File: src/rtl/hamming_univ_shift_reg_pkg.sv
// Shared definitions for the Hamming-protected universal shift register.
// Contents:
//   mode_e  - operating mode encoding (SISO, SIPO, PISO, PIPO)
//   calc_p  - number of Hamming check bits needed for a given data width
//   code_w  - full SEC-DED codeword width (data + check bits + overall parity)
package hamming_univ_pkg;

  typedef enum logic [1:0] {
    MODE_SISO = 2'b00,
    MODE_SIPO = 2'b01,
    MODE_PISO = 2'b10,
    MODE_PIPO = 2'b11
  } mode_e;

  // Smallest p with 2^p >= width + p + 1.
  function automatic int calc_p(input int width);
    int p;
    p = 1;
    while ((1 << p) < width + p + 1) p++;
    return p;
  endfunction

  function automatic int code_w(input int width);
    return width + calc_p(width) + 1;
  endfunction

endpackage

File: src/rtl/hamming_univ_shift_reg_if.sv
// Bus interface of hamming_univ_shift_reg.
// master: drives the control/data inputs and observes the outputs.
// slave : the register itself.
// Signals: enable, mode, load, shift_left, serial_in, parallel_in, err_clr (to slave);
//          serial_out, parallel_out, sec_err, ded_err, ded_sticky, sec_count,
//          ded_count (from slave).
interface hamming_univ_shift_reg_if #(
  parameter int WIDTH = 8,
  parameter int CNT_W = 8
);
  logic             enable;
  logic [1:0]       mode;
  logic             load;
  logic             shift_left;
  logic             serial_in;
  logic [WIDTH-1:0] parallel_in;
  logic             err_clr;
  logic             serial_out;
  logic [WIDTH-1:0] parallel_out;
  logic             sec_err;
  logic             ded_err;
  logic             ded_sticky;
  logic [CNT_W-1:0] sec_count;
  logic [CNT_W-1:0] ded_count;

  modport master (
    output enable, mode, load, shift_left, serial_in, parallel_in, err_clr,
    input  serial_out, parallel_out, sec_err, ded_err, ded_sticky, sec_count, ded_count
  );

  modport slave (
    input  enable, mode, load, shift_left, serial_in, parallel_in, err_clr,
    output serial_out, parallel_out, sec_err, ded_err, ded_sticky, sec_count, ded_count
  );
endinterface

File: src/rtl/hamming_univ_shift_reg_codec.sv
// hamming_secded_codec: purely combinational SEC-DED Hamming codec.
// Codeword layout: bit 0 is overall parity, bits 1..N are Hamming positions,
// check bits sit at power-of-two positions, data fills the rest in ascending order.
// Ports:
//   data_in  -> code_out : encoder
//   code_in  -> data_out : decoder with single-error correction
//   sec      : single error (including a lone overall-parity error)
//   ded      : uncorrectable double error
module hamming_secded_codec
  import hamming_univ_pkg::*;
#(
  parameter int WIDTH = 8
) (
  input  logic [WIDTH-1:0]          data_in,
  output logic [code_w(WIDTH)-1:0]  code_out,
  input  logic [code_w(WIDTH)-1:0]  code_in,
  output logic [WIDTH-1:0]          data_out,
  output logic                      sec,
  output logic                      ded
);
  localparam int P  = calc_p(WIDTH);
  localparam int N  = WIDTH + P;
  localparam int CW = N + 1;

  logic [P-1:0]  syn;
  logic          par_err;
  logic [CW-1:0] fixed;

  always_comb begin
    int  j;
    logic pbit;
    code_out = '0;
    j = 0;
    for (int i = 1; i <= N; i++) begin
      if ((i & (i - 1)) != 0) begin
        code_out[i] = data_in[j];
        j++;
      end
    end
    for (int k = 0; k < P; k++) begin
      pbit = 1'b0;
      for (int i = 1; i <= N; i++) begin
        if ((((i >> k) & 1) == 1) && (i != (1 << k))) pbit ^= code_out[i];
      end
      code_out[1 << k] = pbit;
    end
    code_out[0] = ^code_out[CW-1:1];
  end

  always_comb begin
    int j;
    syn = '0;
    for (int i = 1; i <= N; i++) begin
      if (code_in[i]) syn ^= i[P-1:0];
    end
    par_err = ^code_in;
    fixed   = code_in;
    // A syndrome pointing past the codeword cannot come from a single flip.
    if (par_err && syn != '0 && int'(syn) <= N) fixed[syn] = ~fixed[syn];
    sec = par_err && (int'(syn) <= N);
    ded = (!par_err && syn != '0) || (par_err && int'(syn) > N);
    data_out = '0;
    j = 0;
    for (int i = 1; i <= N; i++) begin
      if ((i & (i - 1)) != 0) begin
        data_out[j] = fixed[i];
        j++;
      end
    end
  end
endmodule

File: src/rtl/hamming_univ_shift_reg.sv
// hamming_univ_shift_reg: universal shift register (SISO/SIPO/PISO/PIPO) whose
// state is stored as a SEC-DED codeword and scrubbed every cycle.
// Ports:
//   clk, rst : clock and synchronous active-high reset
//   bus      : slave side of hamming_univ_shift_reg_if (controls, serial/parallel
//              data, error pulses, sticky DED flag and saturating error counters)
module hamming_univ_shift_reg
  import hamming_univ_pkg::*;
#(
  parameter int WIDTH = 8,
  parameter int CNT_W = 8
) (
  input  logic                    clk,
  input  logic                    rst,
  hamming_univ_shift_reg_if.slave bus
);
  localparam int CW = code_w(WIDTH);
  localparam logic [CNT_W-1:0] CNT_MAX = '1;

  logic [CW-1:0]    reg_code;
  logic [CW-1:0]    next_code;
  logic [CW-1:0]    dec_unused_code;
  logic [WIDTH-1:0] d;
  logic [WIDTH-1:0] shifted;
  logic [WIDTH-1:0] next_data;
  logic [WIDTH-1:0] enc_unused_data;
  logic [WIDTH-1:0] par_q;
  logic             dec_sec, dec_ded;
  logic             enc_unused_sec, enc_unused_ded;
  logic             do_load, write_en, par_upd;
  logic             sec_q, ded_q, sticky_q;
  logic [CNT_W-1:0] sec_cnt, ded_cnt;
  mode_e            mode;

  function automatic logic [CNT_W-1:0] cnt_next(input logic [CNT_W-1:0] cur,
                                                input logic ev, input logic clr);
    if (clr) return ev ? CNT_W'(1) : '0;
    if (ev && cur != CNT_MAX) return cur + CNT_W'(1);
    return cur;
  endfunction

  hamming_secded_codec #(.WIDTH(WIDTH)) u_dec (
    .data_in  ('0),
    .code_out (dec_unused_code),
    .code_in  (reg_code),
    .data_out (d),
    .sec      (dec_sec),
    .ded      (dec_ded)
  );

  hamming_secded_codec #(.WIDTH(WIDTH)) u_enc (
    .data_in  (next_data),
    .code_out (next_code),
    .code_in  ('0),
    .data_out (enc_unused_data),
    .sec      (enc_unused_sec),
    .ded      (enc_unused_ded)
  );

  always_comb begin
    mode      = mode_e'(bus.mode);
    shifted   = bus.shift_left ? {d[WIDTH-2:0], bus.serial_in}
                               : {bus.serial_in, d[WIDTH-1:1]};
    do_load   = bus.enable && bus.load && (mode == MODE_PISO || mode == MODE_PIPO);
    next_data = d;
    if (do_load) begin
      next_data = bus.parallel_in;
    end else if (bus.enable) begin
      case (mode)
        MODE_SISO, MODE_SIPO, MODE_PISO: next_data = shifted;
        default:                         next_data = d;
      endcase
    end
    // A double error freezes the codeword; only a fresh load may replace it.
    write_en = do_load || !dec_ded;
    par_upd  = write_en && (mode == MODE_SIPO || mode == MODE_PIPO);
  end

  // Stage boundary: codeword, parallel output and error bookkeeping registers.
  always_ff @(posedge clk) begin
    if (rst) begin
      reg_code <= '0;
      par_q    <= '0;
      sec_q    <= 1'b0;
      ded_q    <= 1'b0;
      sticky_q <= 1'b0;
      sec_cnt  <= '0;
      ded_cnt  <= '0;
    end else begin
      if (write_en) reg_code <= next_code;
      if (par_upd)  par_q    <= next_data;
      sec_q    <= dec_sec;
      ded_q    <= dec_ded;
      sticky_q <= dec_ded | (sticky_q & ~bus.err_clr);
      sec_cnt  <= cnt_next(sec_cnt, dec_sec, bus.err_clr);
      ded_cnt  <= cnt_next(ded_cnt, dec_ded, bus.err_clr);
    end
  end

  assign bus.serial_out   = bus.shift_left ? d[WIDTH-1] : d[0];
  assign bus.parallel_out = par_q;
  assign bus.sec_err      = sec_q;
  assign bus.ded_err      = ded_q;
  assign bus.ded_sticky   = sticky_q;
  assign bus.sec_count    = sec_cnt;
  assign bus.ded_count    = ded_cnt;
endmodule

File: src/flat_wrapper.sv
// flat-port wrapper written by rule: the top's interface ports become plain ports
module hamming_univ_shift_reg_flat import hamming_univ_pkg::*;
#(
  parameter int WIDTH = 8,
  parameter int CNT_W = 8
)
  (clk, rst, bus_enable, bus_mode, bus_load, bus_shift_left, bus_serial_in, bus_parallel_in, bus_err_clr, bus_serial_out, bus_parallel_out, bus_sec_err, bus_ded_err, bus_ded_sticky, bus_sec_count, bus_ded_count);
  hamming_univ_shift_reg_if #(.WIDTH(WIDTH), .CNT_W(CNT_W)) bus_i ();
  input  logic clk;
  input  logic rst;
  input wire logic [$bits(bus_i.enable)-1:0] bus_enable;
  input wire logic [$bits(bus_i.mode)-1:0] bus_mode;
  input wire logic [$bits(bus_i.load)-1:0] bus_load;
  input wire logic [$bits(bus_i.shift_left)-1:0] bus_shift_left;
  input wire logic [$bits(bus_i.serial_in)-1:0] bus_serial_in;
  input wire logic [$bits(bus_i.parallel_in)-1:0] bus_parallel_in;
  input wire logic [$bits(bus_i.err_clr)-1:0] bus_err_clr;
  output wire logic [$bits(bus_i.serial_out)-1:0] bus_serial_out;
  output wire logic [$bits(bus_i.parallel_out)-1:0] bus_parallel_out;
  output wire logic [$bits(bus_i.sec_err)-1:0] bus_sec_err;
  output wire logic [$bits(bus_i.ded_err)-1:0] bus_ded_err;
  output wire logic [$bits(bus_i.ded_sticky)-1:0] bus_ded_sticky;
  output wire logic [$bits(bus_i.sec_count)-1:0] bus_sec_count;
  output wire logic [$bits(bus_i.ded_count)-1:0] bus_ded_count;
  assign bus_i.enable = bus_enable;
  assign bus_i.mode = bus_mode;
  assign bus_i.load = bus_load;
  assign bus_i.shift_left = bus_shift_left;
  assign bus_i.serial_in = bus_serial_in;
  assign bus_i.parallel_in = bus_parallel_in;
  assign bus_i.err_clr = bus_err_clr;
  assign bus_serial_out = bus_i.serial_out;
  assign bus_parallel_out = bus_i.parallel_out;
  assign bus_sec_err = bus_i.sec_err;
  assign bus_ded_err = bus_i.ded_err;
  assign bus_ded_sticky = bus_i.ded_sticky;
  assign bus_sec_count = bus_i.sec_count;
  assign bus_ded_count = bus_i.ded_count;
  hamming_univ_shift_reg #(.WIDTH(WIDTH), .CNT_W(CNT_W)) u_core (.clk(clk), .rst(rst), .bus(bus_i));
endmodule
File: config.mk
export PLATFORM = sky130hd
export DESIGN_NAME = hamming_univ_shift_reg_flat
export DESIGN_NICKNAME = d
export VERILOG_FILES = /design/src/rtl/hamming_univ_shift_reg_pkg.sv /design/src/rtl/hamming_univ_shift_reg_if.sv /design/src/rtl/hamming_univ_shift_reg_codec.sv /design/src/rtl/hamming_univ_shift_reg.sv /design/src/flat_wrapper.sv
export SDC_FILE = /design/constraint.sdc
export NUM_CORES = 1
export LEC_CHECK = 0
export CORE_MARGIN = 2
export CORE_UTILIZATION = 42
export DETAILED_ROUTE_END_ITERATION = 8
export GPL_TIMING_DRIVEN = 0
export HOLD_SLACK_MARGIN = 0.12
export PLACE_DENSITY = 0.72
export SETUP_SLACK_MARGIN = 0.05
export SLEW_MARGIN = 5
export SYNTH_ARGS = -nofsm -noshare
export SYNTH_HDL_FRONTEND = slang
export SYNTH_SLANG_ARGS = --single-unit
File: constraint.sdc
create_clock -name clk -period 4.5 [get_ports clk]
set_input_delay 0.45 -clock clk [delete_from_list [all_inputs] [get_ports clk]]
set_output_delay 0.45 -clock clk [all_outputs]
set_load 0.01 [all_outputs]
==> results_dict.tcl <==
set metrics [dict create \
    htree_levels 2 \
    synth.top_cell.area_share_pct 25.3 \
    p_total_w 0.00335 \
    final_util_pct 52.3 \
    ys_async_sr_fraction_pct 0 \
    start_util_pct 43.6 \
    num_vias 2973 \
    hold_class "flop to flop" \
    skew_ns 0.00715 \
    crit_path_end_kind "flop" \
    synthAdderAreaFrac_pct 1.15 \
    crit_chain "buf_4, xnor2_2, xnor2_1, nand4_1, a21oi_1, mux2i_1, o221ai_1, a32oi_4, xnor3_1, xnor3_1, or4b_1, o221ai_1" \
    clk_pin_slew_worst_paths_ns 0.08 \
    synth_common_cells "52 x nor2_1, 41 x nand2_1, 40 x dfxtp_1" \
    fp.dieW_um 90.7 \
    hold_viol 0 \
    grt_remaining_overflow 0 \
    yosysMostFrequentCell "nor2_1" \
    synth_xor_xnor_area_share_pct 21.2 \
    ys.flop_type "dfxtp_1" \
    drt-initial-drc-count 108 \
    cts_buffers 5 \
    yosysSeqAreaShare_pct 25.3 \
    avgSynthCellArea_um2 8.29 \
    critPathSlowestCell "xnor2_1" \
    whs_ns 0.457 \
    synthMuxAreaShare_pct 1.98 \
    grt_start_max_net_pins 13 \
    clock_sinks 40 \
    crit_path_max_fanout 9 \
    ios 45 \
    syn2layout_area_growth_pct 20.1 \
    status "complete, no violations" \
    place.gp.congestion 0.891 \
    slew_headroom_pct 49.3 \
    tightest_slew_ns 0.758 \
    ys_ff_latch 40 \
    dieArea_um2 8230 \
    syn_nets 400 \
    yosys.area_share.simple_pct 23.6 \
    antenna_found_initial 0 \
    maxCapViolations 0 \
    clk_path_buf_depth 2 \
    rows 31 \
    synth_enable_flop_cells 0 \
    portBuffers 43 \
    synth.cell_area_um2 3160 \
    final_antenna_net_count 0 \
    grt.total_usage_pct 20.3 \
    core-area_um2 7250 \
    ys_types 64 \
    cts-root-buf "clkbuf_8" \
    avgRoutedWirePerCell_um 15.3 \
    avgViaCountPerCell 5.61 \
    dp_hpwl_um 6150 \
    critical_path_arrival_ns 4.19 \
    wl_um 8110 \
    netlist_top_cells_area "dfxtp_1 25%, nor2_1 6.2%, xnor2_1 5.8%" \
    fill_cells 704 \
    synth_area_leader_cell "dfxtp_1" \
    worst_setup_path_start_kind "flop" \
    drc 0 \
    drive_gt1_share_pct 10.2 \
    cts_tree "done" \
    die_h_um 90.7 \
    firstDrtPassIters 5 \
    critPathKind "flop to flop" \
    grt_pass1_wl_um 13700 \
    synth_top_family_by_area "simple AND/OR/NAND/NOR gates" \
    cts_hold_buf 0 \
    finalCritPeriodShare_pct 88.5 \
    nNetsFinal 450 \
    power.density_nw_per_um2 882 \
    n_antenna_cell 0 \
    max_stage_delay_ns 0.55 \
    cp_data_required_time_ns 4.70 \
    cts_setup_buffers 0 \
    layout_min_cycle_time_ns 3.98 \
    cts_resized 0 \
    grt_pass1_vias 2871 \
    synth_compound_area_share_pct 22.5 \
    drv_slew 0 \
    tns_ns 0 \
    rsz0062_at_grt "no" \
    ir_worst_vdd_mv 0.852 \
    leakagePower_nw 1.37 \
    yosysWarnings 0 \
    synth_cells 381 \
    setup_violations 0 \
    rrSetupSlack_ns 0.52 \
    max_freq_mhz 251 \
    clk_latency_ns 0.29 \
]
## state kept, by name (all words and copies together) (netlist names)
register                 count
u_core.bus.sec_err           1
u_core.reg_code             13
u_core.bus.sec_count         8
u_core.bus.parallel_out      8
u_core.bus.ded_count         8
u_core.bus.ded_sticky        1
u_core.bus.ded_err           1
## per-stage QoR
| step | setup slack (ns) | instance area (um^2) | cells |
|---|---|---|---|
| finish | 0.518 | 3790 | 530 |
| global route | 0.251 | 3790 | 530 |
| CTS | 0.547 | 3790 | 530 |
| detailed placement | 0.585 | 3710 | 523 |
| global placement | 0.613 | 3710 | 523 |
| floorplan | 1.10 | 3160 | 381 |
## report_power, final
group | total, W | switching, W | leakage [nW] | internal [W]
sequential | 0.000519 | 0.0000624 | 0.327 | 0.000456
clock | 0.000234 | 0.000129 | 0.0400 | 0.000105
combinational | 0.00259 | 0.00154 | 1.00 | 0.00106
## cell families after synthesis
| logic type | count (synthesis) |
|---|---|
| simple gates | 155 |
| compound gates | 98 |
| flops | 40 |
| mux | 5 |
| buf+inv | 29 |
| xor+xnor | 51 |
| fa+ha+maj | 3 |
## critical path: cells and delay by family (launching register included)
family	cells	cell delay (ns)
xor+xnor	4	1.50
compound gates	4	0.85
simple gates	2	0.74
mux	1	0.31
flops	1	0.30
buf+inv	1	0.19
## final cells by class
cell class / instances / area (um^2) / area share, %
Buffer: 22 / 108 / 2.84
Clock buffer: 5 / 68.8 / 1.81
Clock inverter: 2 / 12.5 / 0.330
Inverter: 7 / 26.3 / 0.692
Multi-Input combinational cell: 312 / 2220 / 58.6
Sequential cell: 40 / 801 / 21.1
Tap cell: 99 / 124 / 3.26
Timing Repair Buffer: 43 / 430 / 11.3
## path summary, 6_finish.rpt
kind                                    from                         end  cells after the start
setup / recovery         u_core.reg_code[11]          u_core.reg_code[0]                     12
hold reg to reg   u_core.bus.parallel_out[2]  u_core.bus.parallel_out[2]                      2
hold / removal    u_core.bus.parallel_out[2]  u_core.bus.parallel_out[2]                      2
setup reg to reg         u_core.reg_code[11]          u_core.reg_code[0]                     12
## layout by cell type, fill, tap and decap left out, types with 10 or more instances in the layout
cell | netlist | routed
a21oi_1 | 30 | 30
clkbuf_1 | 12 | 12
clkdlybuf4s50_1 | 0 | 43
dfxtp_1 | 40 | 40
nand2_1 | 41 | 41
nand3_1 | 10 | 10
nor2_1 | 52 | 52
o21ai_0 | 12 | 12
xnor2_1 | 21 | 21
xor2_1 | 13 | 13
## per-layer routing
layer | up-vias | global-route usage, % | share of wire (%)
li1 | 1476 | - | -
met1 | 1408 | 26.8 | 46
met2 | 78 | 34.5 | 48
met3 | 11 | 3.09 | 4.0
met4 | 0 | 5.38 | 1.6
met5 | - | 0 | 0
Note: power is estimated with default switching activity, not from simulation.
